[src/rtl/pc_ras_unit.sv]
// Program-counter unit: fetch PC register, next-PC source mux and an optional
// circular return-address stack, built only when PC_RAS_EN is defined.
module pc_ras_unit #(
    parameter int              PC_W      = 30,
    parameter int              RAS_DEPTH = 8,
    parameter logic [PC_W-1:0] RESET_PC  = '0
) (
    input  logic                         CLK,
    input  logic                         RST,
    input  logic                         pcEN,
    input  logic [2:0]                   pcSel,
    input  logic                         isCall,
    input  logic                         bpFlush,
    input  logic [PC_W-1:0]              rpc,
    input  logic [PC_W-1:0]              br_a,
    input  logic [PC_W-1:0]              bp_a,
    input  logic [PC_W-1:0]              rdat,
    input  logic [25:0]                  immJ26,
    output logic [PC_W-1:0]              cpc,
    output logic [PC_W-1:0]              npc,
    output logic [PC_W-1:0]              next_pc,
    output logic [PC_W-1:0]              ras_top,
    output logic [$clog2(RAS_DEPTH):0]   ras_count,
    output logic                         ras_empty,
    output logic                         ras_full,
    output logic                         ras_miss
);

    localparam int PW = $clog2(RAS_DEPTH);
    localparam int CW = PW + 1;

    typedef enum logic [2:0] {
        SEL_SEQ  = 3'd0,
        SEL_BR   = 3'd1,
        SEL_J    = 3'd2,
        SEL_JR   = 3'd3,
        SEL_PRED = 3'd4,
        SEL_RAS  = 3'd5
    } sel_e;

    logic [PC_W-1:0] jump_tgt;

    assign npc      = cpc + PC_W'(1);
    assign jump_tgt = {npc[PC_W-1:26], immJ26};

    // Redirect from a mispredict overrides every other source.
    always_comb begin
        next_pc = npc;
        case (pcSel)
            SEL_BR:   next_pc = br_a;
            SEL_J:    next_pc = jump_tgt;
            SEL_JR:   next_pc = rdat;
            SEL_PRED: next_pc = bp_a;
`ifdef PC_RAS_EN
            SEL_RAS:  next_pc = ras_empty ? npc : ras_top;
`else
            SEL_RAS:  next_pc = rdat;
`endif
            default:  next_pc = npc;
        endcase
        if (bpFlush)
            next_pc = rpc;
    end

    always_ff @(posedge CLK) begin
        if (RST)
            cpc <= RESET_PC;
        else if (bpFlush || pcEN)
            cpc <= next_pc;
    end

`ifdef PC_RAS_EN
    function automatic logic [CW-1:0] sat_inc(input logic [CW-1:0] c);
        return (c == CW'(RAS_DEPTH)) ? c : c + CW'(1);
    endfunction

    logic [PC_W-1:0] stack [RAS_DEPTH];
    logic [PW-1:0]   ptr;
    logic [PW-1:0]   top_idx;
    logic [CW-1:0]   count;
    logic            miss;
    logic            advance;
    logic            push;
    logic            pop;

    assign advance   = pcEN && !bpFlush;
    assign push      = advance && isCall;
    assign pop       = advance && (pcSel == SEL_RAS);
    assign top_idx   = ptr - PW'(1);
    assign ras_top   = (count == '0) ? '0 : stack[top_idx];
    assign ras_count = count;
    assign ras_empty = (count == '0);
    assign ras_full  = (count == CW'(RAS_DEPTH));
    assign ras_miss  = miss;

    // A full push overwrites the oldest slot because the pointer simply wraps.
    always_ff @(posedge CLK) begin
        if (RST) begin
            ptr   <= '0;
            count <= '0;
            miss  <= 1'b0;
            for (int i = 0; i < RAS_DEPTH; i++)
                stack[i] <= '0;
        end else if (bpFlush) begin
            ptr   <= '0;
            count <= '0;
            miss  <= 1'b0;
        end else if (pcEN) begin
            miss <= pop && (count == '0);
            if (push && pop && (count != '0)) begin
                stack[top_idx] <= npc;
            end else if (push) begin
                stack[ptr] <= npc;
                ptr        <= ptr + PW'(1);
                count      <= sat_inc(count);
            end else if (pop && (count != '0)) begin
                ptr   <= top_idx;
                count <= count - CW'(1);
            end
        end else begin
            miss <= 1'b0;
        end
    end
`else
    logic unused_call;

    assign unused_call = isCall;
    assign ras_top     = '0;
    assign ras_count   = '0;
    assign ras_empty   = 1'b1;
    assign ras_full    = 1'b0;
    assign ras_miss    = 1'b0;
`endif

endmodule

[config.mk]
export PLATFORM = sky130hd
export DESIGN_NAME = pc_ras_unit
export DESIGN_NICKNAME = d
export VERILOG_FILES = /design/src/rtl/pc_ras_unit.sv
export SDC_FILE = /design/constraint.sdc
export NUM_CORES = 1
export LEC_CHECK = 0
export BUFFER_PORTS_ARGS = -buffer_cell sky130_fd_sc_hd__buf_2
export CORE_ASPECT_RATIO = 0.8
export CORE_MARGIN = 8
export CORE_UTILIZATION = 40
export CTS_CLUSTER_SIZE = 20
export DETAILED_ROUTE_END_ITERATION = 8
export PLACE_DENSITY = 0.75
export SETUP_SLACK_MARGIN = 0.5
export SYNTH_ARGS = -nofsm -noshare
export SYNTH_HDL_FRONTEND = slang
export SYNTH_SLANG_ARGS = --single-unit
[constraint.sdc]
create_clock -name CLK -period 3.1 [get_ports CLK]
set_clock_uncertainty 0.2 [all_clocks]
set_input_delay 0.465 -clock CLK [delete_from_list [all_inputs] [get_ports CLK]]
set_output_delay 0.465 -clock CLK [all_outputs]
set_load 0.03 [all_outputs]
# Word-level counts from Yosys, hierarchy flattened
# Index checks and enable logic that the tools add are counted.
[op_classes]
mux = 2
eq_ne = 5
addsub = 1
reduce_logical = 2
[ops]
columns = ["operator", "n"]
rows = [
  ["$pmux W30 S4", 1],
  ["$add A30 B1 Y30 const B", 1],
  ["$mux W30", 1],
  ["$eq A3 B2 Y1 const B", 2],
  ["$eq A3 B3 Y1 const B", 2],
  ["$eq A3 B1 Y1 const B", 1],
  ["$reduce_or A2 Y1", 1],
  ["$logic_or A1 B1 Y1", 1],
]
[word_totals]
word_cells = 11
register_bits = 30
input_bits = 154
out_inout_bits = 127

# Longest topological paths before layout
# Gate-level depths: netlist of the first run.
[logic_depth]
ltp_word = 4
mapped_depth = 9
depth_no_buf = 7

# Least setup slack after synthesis of the first run
# OpenSTA, ideal clock, no wires.
[synth_path]
kind = "register to output"
from = "register cpc[1]"
to = "output port next_pc[14]"
stages_incl_launch_ff = 8
slack_ps = -529
n_path_buf = 0
t_required_ps = 2435
arrival_time_ps = 2964
cell_sequence = "dfxtp_1 ha_1 nand3_1 nor4_2 nand3_1 xnor2_1 o21ai_0 o21ai_0"
[synth_between]
elab_chain_cells = 3
[synth_lines]
columns = ["item", "line_no", "text"]
rows = [
  ["start: declaration", "19", "output logic [PC_W-1:0] cpc,"],
  ["start signal: assignment", "69", "cpc <= next_pc;"],
  ["$add A30 B1 Y30", "43", "assign npc = cpc + PC_W'(1);"],
  ["named net npc[14]", "20", "output logic [PC_W-1:0] npc,"],
  ["$pmux W30 S4", "49", "case (pcSel)"],
  ["$mux W30", "61", "if (bpFlush)"],
  ["end: declaration", "21", "output logic [PC_W-1:0] next_pc,"],
]
# The timed path passes the listed nets, and every way through them passes these cells.

# Worst setup path after layout of the first run
[layout_path]
from = "register cpc[6]"
to = "output port next_pc[25]"
[layout_between]
elab_chain_cells = 3
[layout_lines]
columns = ["item", "line_no"]
rows = [
  ["$add A30 B1 Y30", "43"],
  ["$pmux W30 S4", "49"],
  ["$mux W30", "61"],
]
# No other way between the ends.

==> results of run 1 <==
-- cells in the mapped netlist, types with 5 or more instances --
library cell,n
nand2_1,93
o21ai_0,67
a21oi_1,61
clkbuf_1,41
buf_4,37
nor2_1,34
dfxtp_1,30
nand3_1,27
inv_1,19
xnor2_1,14
xor2_1,13
nor3_1,12
o22ai_1,12
a211oi_1,11
a22o_1,11
o21a_1,8
nor2b_1,7
and3_1,6
nand4_1,6
nor4_1,6
a221oi_1,5
-- layout make-up --
class	count	area, sq um
Clock inverter	3	40.0
Sequential cell	30	673
Fill cell	774	2570
Multi-Input combinational cell	507	3570
Clock buffer	5	125
Tap cell	119	149
Timing Repair Buffer	339	2310
Inverter	20	86.3
-- logic make-up (layout without fill, tap and decap cells) --
family          after synthesis  in the layout  synth area share, %
compound gates              222            222                 35.7
simple gates                215            216                 27.3
buf+inv                     103            367                 13.7
flops                        30             30                 15.5
xor+xnor                     28             28                 6.52
mux                           3              3                0.806
other cells                   2             37                0.194
fa+ha+maj                     1              1                0.323
-- how the worst max path moves through the flow --
stage                   startpoint          end  slack (ps)  cells past startpoint
3_3_place_gp              pcSel[2]   next_pc[1]         220                      8
4_1_cts        cpc[2]$_SDFFE_PP0P_  next_pc[21]          90                      8
5_1_grt        cpc[2]$_SDFFE_PP0P_  next_pc[29]          10                      9
3_5_place_dp   cpc[1]$_SDFFE_PP0P_  next_pc[26]         200                      7
6_report       cpc[6]$_SDFFE_PP0P_  next_pc[25]          80                      8
2_1_floorplan  cpc[6]$_SDFFE_PP0P_  next_pc[23]         170                      6
-- stage by stage --
stage,hold slack (ps),utilization (%),instances,power [uW],setup slack [ps]
floorplan,361,-,639,1200,175
global placement,284,59.3,947,1500,215
detailed placement,305,59.3,947,1510,196
CTS,238,68.3,999,2180,90.2
global route,256,73.0,1023,2370,14.1
finish,245,73.0,1023,2280,79.8
-- layout by cell type, fill, tap and decap left out, types with 21 or more instances in the layout --
cell     instances
buf_6           43
a21oi_1         56
buf_4           81
buf_2          200
nand2_1         84
nor2_1          28
o21ai_0         41
nand3_1         22
o21ai_2         21
conb_1          37
-- repair_timing --
action                                  CTS  global route
endpoints found under the hold margin     0             0
resized for setup                        99            69
endpoints found under the setup margin   46            47
pin swaps                                44            33
setup buffers                            44            21
hold buffers                              0             0
cloned                                    0             3
-- power by group through the flow --
| stage | combinational, uW | sequential [uW] | clock [uW] |
|---|---|---|---|
| after floorplan | 649 | 548 | 0 |
| after global placement | 1000 | 495 | 0 |
| after detailed placement | 1010 | 499 | 0 |
| after CTS | 1140 | 477 | 565 |
| after global routing | 1300 | 487 | 585 |
| final | 1240 | 481 | 567 |
-- metal layers --
metal  up-vias  share of wire (%)
met3        93                 10
li1       2707                  -
met4         0                5.5
met1      2715                 38
met2       419                 47
met5         -                  0
-- worst reg2reg max path, delay by kind of cell (launching register included) --
kind            cells  cell delay, ps
compound gates      2             490
fa+ha+maj           1             150
flops               1             380
xor+xnor            1             180
buf+inv             3             410
simple gates        2             520
==> flow_metrics.tcl, run 1 <==
set metrics [dict create \
    cts_tree "built" \
    drt-initial-drc-count 523 \
    fmax_ghz 0.331 \
    dp_hpwl_um 15500 \
    met3_usage_pct 8.04 \
    slowest_delay_ps 550 \
    gp_congestion 0.939 \
    power_frac_comb_pct 54.1 \
    n_antenna_cell 0 \
    period_minus_slack_ps 3020 \
    finalInstanceArea_sq_um 6960 \
    top_regs "cpc x30" \
    end_kind "output pin" \
    track_usage_pct 29.3 \
    r2r-start "cpc[0]$_SDFFE_PP0P_" \
    met1_usage_pct 33.5 \
    top_usage_layer "met2" \
    cpMostUsedCell "buf_6" \
    async_flop_share_pct 0 \
    cp_data_required_time_ps 2430 \
    seqPwrFrac_pct 21.1 \
    wire_per_inst_um 21.0 \
    vias_per_cell 5.80 \
    drv_cap 0 \
    rows 32 \
    holdPathStages 2 \
    p_clk_share_pct 24.8 \
    syn2layout_area_growth_pct 79.4 \
    port_buffers 242 \
    p_leak_uw 0.00342 \
    crit_chain "nand4_4, or4_4, buf_6, nor2_4, nand4_1, xnor2_2, a2bb2oi_2, buf_6" \
    cts.sinks 30 \
    synth_top_flop_cell "dfxtp_1" \
    synth_cells 604 \
    cts-root-buf "clkbuf_16" \
    start_util_pct 40.7 \
    top_register "cpc" \
    max_slew.worst_pin.slew_ps 877 \
    startpoint_type "flop" \
    fp.dieH_um 104 \
    grt_first_pass_wirelength_um 31200 \
    vias 5934 \
    ys_top_cells_by_area "dfxtp_1 15%, nand2_1 9.0%, o21ai_0 8.6%" \
    slew-limit-headroom_pct 41.3 \
    maxSlewViolCount 0 \
    ant_nets 0 \
    dieArea_sq_um 13100 \
    setup_tns_ps 0 \
    grt_pass1_vias 5954 \
    p_per_area_nw_per_um2 328 \
    p_int_uw 1270 \
    hold_path.class "in -> reg" \
    cp_num_buf_inv 2 \
    synth_top_cell_by_area "dfxtp_1" \
    yosysUniqueCellTypes 63 \
    firstDrtPassIters 5 \
    ys_warn_count 0 \
    r2r_end "cpc[12]$_SDFFE_PP0P_" \
    placed_area_sq_um 5660 \
    critPathArrivalTime_ps 2360 \
    grt-ovfl-total 0 \
    die_width_um 126 \
    finalSetupViolations 0 \
    final-hold-violation-count 0 \
    htreeDepth 2 \
    cts_buffers 5 \
    core_area_sq_um 9530 \
    p_sw_uw 1010 \
    synth_edf_count 0 \
    slowest_stage "or4_4" \
    cts.reportedPaths.clkPinSlew_ps 60 \
    drcViolationCount 0 \
    rsz0062_at_grt "true" \
    timing.reg2reg.setup_slack_ps 610 \
    worstSetupPathType "reg -> out" \
    ys_seq_area_share_pct 15.5 \
    ff2ff_path_depth 9 \
    drive_above_1_share_pct 52.5 \
    synth_top_cell_area_share_pct 15.5 \
    swShare_pct 44.2 \
    cp_top_family "simple AND/OR/NAND/NOR gates" \
    largest_reg_flops 30 \
    avgSynthCellArea_sq_um 6.42 \
    whs_endpoint "cpc[4]$_SDFFE_PP0P_" \
    io_pins 281 \
    clock_path_buffers 2 \
    cp_max_fo 4 \
    grt_start_max_net_pins 37 \
    status "finished, final reports clean" \
    grt_use_met2_pct 48.8 \
    insertion_delay_ps 280 \
    routed_wirelength_um 21500 \
    layout.nets 1058 \
    vdd_drop_max_mv 0.228 \
    antenna_found_initial 0 \
    synth_seq_cells 30 \
    min-delay-start "rpc[4]" \
    synth_area_sq_um 3880 \
    period_share_pct 97.4 \
]
Power figures use the tool's default switching activity.
==> run 2, diff against run 1 <==
==> constraint.sdc (replaced) <==
create_clock -name CLK -period 3.5 [get_ports CLK]
set_clock_uncertainty 0.2 [all_clocks]
set_input_delay 0.525 -clock CLK [delete_from_list [all_inputs] [get_ports CLK]]
set_output_delay 0.525 -clock CLK [all_outputs]
set_load 0.03 [all_outputs]
==> run 2 against run 1 <==
Clock power shrank 24%. Setup slack improved by 340 ps. Sequential power decreased by 12%. Global-route usage down 1.5 points. Critical path type unchanged. Largest cell class unchanged. Highest routed layer unchanged.
==> flow_metrics.tcl, run 2 (synthesized netlist as in run 1, its figures left out) <==
set metrics [dict create \
    max_slew.worst_pin.slew_ps 1050 \
    top_register "cpc" \
    clock_path_buffers 2 \
    grt_first_pass_wirelength_um 29600 \
    r2r-start "cpc[1]$_SDFFE_PP0P_" \
    p_per_area_nw_per_um2 301 \
    setup_tns_ps 0 \
    core_area_sq_um 9530 \
    period_share_pct 88.0 \
    hold_slack_ps 290 \
    cp_data_required_time_ps 2770 \
    largest_reg_flops 30 \
    r2r_end "cpc[26]$_SDFFE_PP0P_" \
    wire_per_inst_um 20.5 \
    rows 32 \
    worstSetupStartpoint "cpc[24]$_SDFFE_PP0P_" \
    final_common_cell "buf_2" \
    firstDrtPassIters 5 \
    fill_cells 926 \
    ff2ff_path_depth 9 \
    grt_pass1_vias 5560 \
    cts_tree "built" \
    gp_congestion 0.942 \
    multi_input_area_sq_um 3170 \
    cts.sinks 30 \
    cts-root-buf "clkbuf_16" \
    vias 5751 \
    slew-limit-headroom_pct 29.8 \
    start_util_pct 40.7 \
    drcViolationCount 0 \
    vdd_drop_max_mv 0.204 \
    cp.depth 7 \
    cts.reportedPaths.clkPinSlew_ps 50 \
    crit_end "npc[29]" \
    p_leak_uw 0.00293 \
    fp.dieH_um 104 \
    timing.reg2reg.setup_slack_ps 1010 \
    cp_top_family "simple AND/OR/NAND/NOR gates" \
    final-hold-violation-count 0 \
    critPathArrivalTime_ps 2360 \
    slowest_delay_ps 430 \
    drt-initial-drc-count 541 \
    fmax_ghz 0.324 \
    track_usage_pct 27.8 \
    rsz0062_at_grt "true" \
    port_buffers 242 \
    io_pins 281 \
    syn2layout_area_growth_pct 51.7 \
    top_regs "cpc x30" \
    cp_max_fo 6 \
    drv_cap 0 \
    layout.nets 1008 \
    end_kind "output pin" \
    routed_wirelength_um 20000 \
    die_width_um 126 \
    hold_path.class "in -> reg" \
    cts_buffers 5 \
    cp_num_buf_inv 2 \
    insertion_delay_ps 280 \
    drive_above_1_share_pct 44.0 \
    status "finished, final reports clean" \
    ctsHoldBuffers 0 \
    mostFrequentLayoutCells "231 x buf_2, 89 x nand2_1, 58 x a21oi_1" \
    ant_nets 0 \
    dieArea_sq_um 13100 \
    dp_hpwl_um 15200 \
    grt_start_max_net_pins 66 \
    slowest_stage "dfxtp_1" \
    worstSetupPathType "reg -> out" \
    regArea_sq_um 656 \
    htreeDepth 2 \
    vias_per_cell 5.90 \
    startpoint_type "flop" \
    finalSetupViolations 0 \
    period_minus_slack_ps 3080 \
    crit_chain "nand3_1, nor4_4, buf_4, nand3_4, o21a_1, or2_2, buf_2" \
    antenna_found_initial 2 \
    maxSlewViolCount 0 \
    grt-ovfl-total 0 \
]
[run 2: changes by cell type in the layout (fill, tap and decap cells not counted), moves of 4 or more]
cell,before,now
dfxtp_2,4,8
dfxtp_4,18,12
buf_2,200,231
o21ai_1,6,19
o21ai_0,41,49
xnor2_4,7,1
nand2_4,5,0
clkbuf_4,6,1
o21ai_2,21,1
buf_4,81,44
buf_6,43,10
nand2_1,84,89
[run 2: how the worst min path moves through the flow]
stage / from / to / slack, ps / depth (start not counted)
floorplan: cpc[1]$_SDFFE_PP0P_ / cpc[1]$_SDFFE_PP0P_ / 350 / 2
global placement: cpc[26]$_SDFFE_PP0P_ / cpc[26]$_SDFFE_PP0P_ / 290 / 2
detailed placement: cpc[26]$_SDFFE_PP0P_ / cpc[26]$_SDFFE_PP0P_ / 310 / 2
CTS: rpc[4] / cpc[4]$_SDFFE_PP0P_ / 290 / 2
global route: rpc[3] / cpc[3]$_SDFFE_PP0P_ / 300 / 2
finish: rpc[4] / cpc[4]$_SDFFE_PP0P_ / 290 / 2
[run 2: metal layers]
layer | GRT usage, % | share of wire, % | vias up
met5 | 0 | 0 | -
met4 | 11.4 | 3.2 | 0
met3 | 9.58 | 11 | 51
met2 | 46.9 | 48 | 390
met1 | 31.3 | 38 | 2703
li1 | - | - | 2607
[run 2: repair_timing]
item	4_1_cts	5_1_grt
gates resized for setup	23	49
pin swaps	11	21
buffers inserted	16	14
setup endpoints to repair	31	21
gates cloned	1	1
[run 2: layout make-up]
class                   count  share of cell area, %
repair inverters            1                 0.0850
clock inverters             1                 0.0850
flip-flops and latches     30                   11.1
clock buffers               7                   2.42
multi-input cells         506                   53.9
repair buffers            289                   28.4
diodes                      2                 0.0850
well taps                 119                   2.53
inverters                  20                   1.34
[run 2: per-stage QoR]
step           power (uW)  utilization, %  worst slack (ps)  cell area [sq um]  cells
2_1_floorplan        1010               -               454               4210    639
3_3_place_gp         1270            54.9               331               5230    933
3_5_place_dp         1270            54.9               321               5230    933
4_1_cts              1740            58.9               413               5610    958
5_1_grt              1860            61.8               323               5890    975
6_report             1770            61.8               418               5890    975
[run 2: where the power goes]
group	internal, uW	leakage, uW	switching (uW)	total (uW)
logic	314	0.00260	606	920
registers	373	0.000259	50.6	424
clock network	281	0.0000739	149	430
[run 2: worst reg2reg max path, delay by kind of cell, from the launching register on]
| kind | cells | cell delay [ps] |
|---|---|---|
| compound gates | 2 | 290 |
| fa+ha+maj | 1 | 160 |
| simple gates | 4 | 1110 |
| buf+inv | 2 | 270 |
| flops | 1 | 380 |
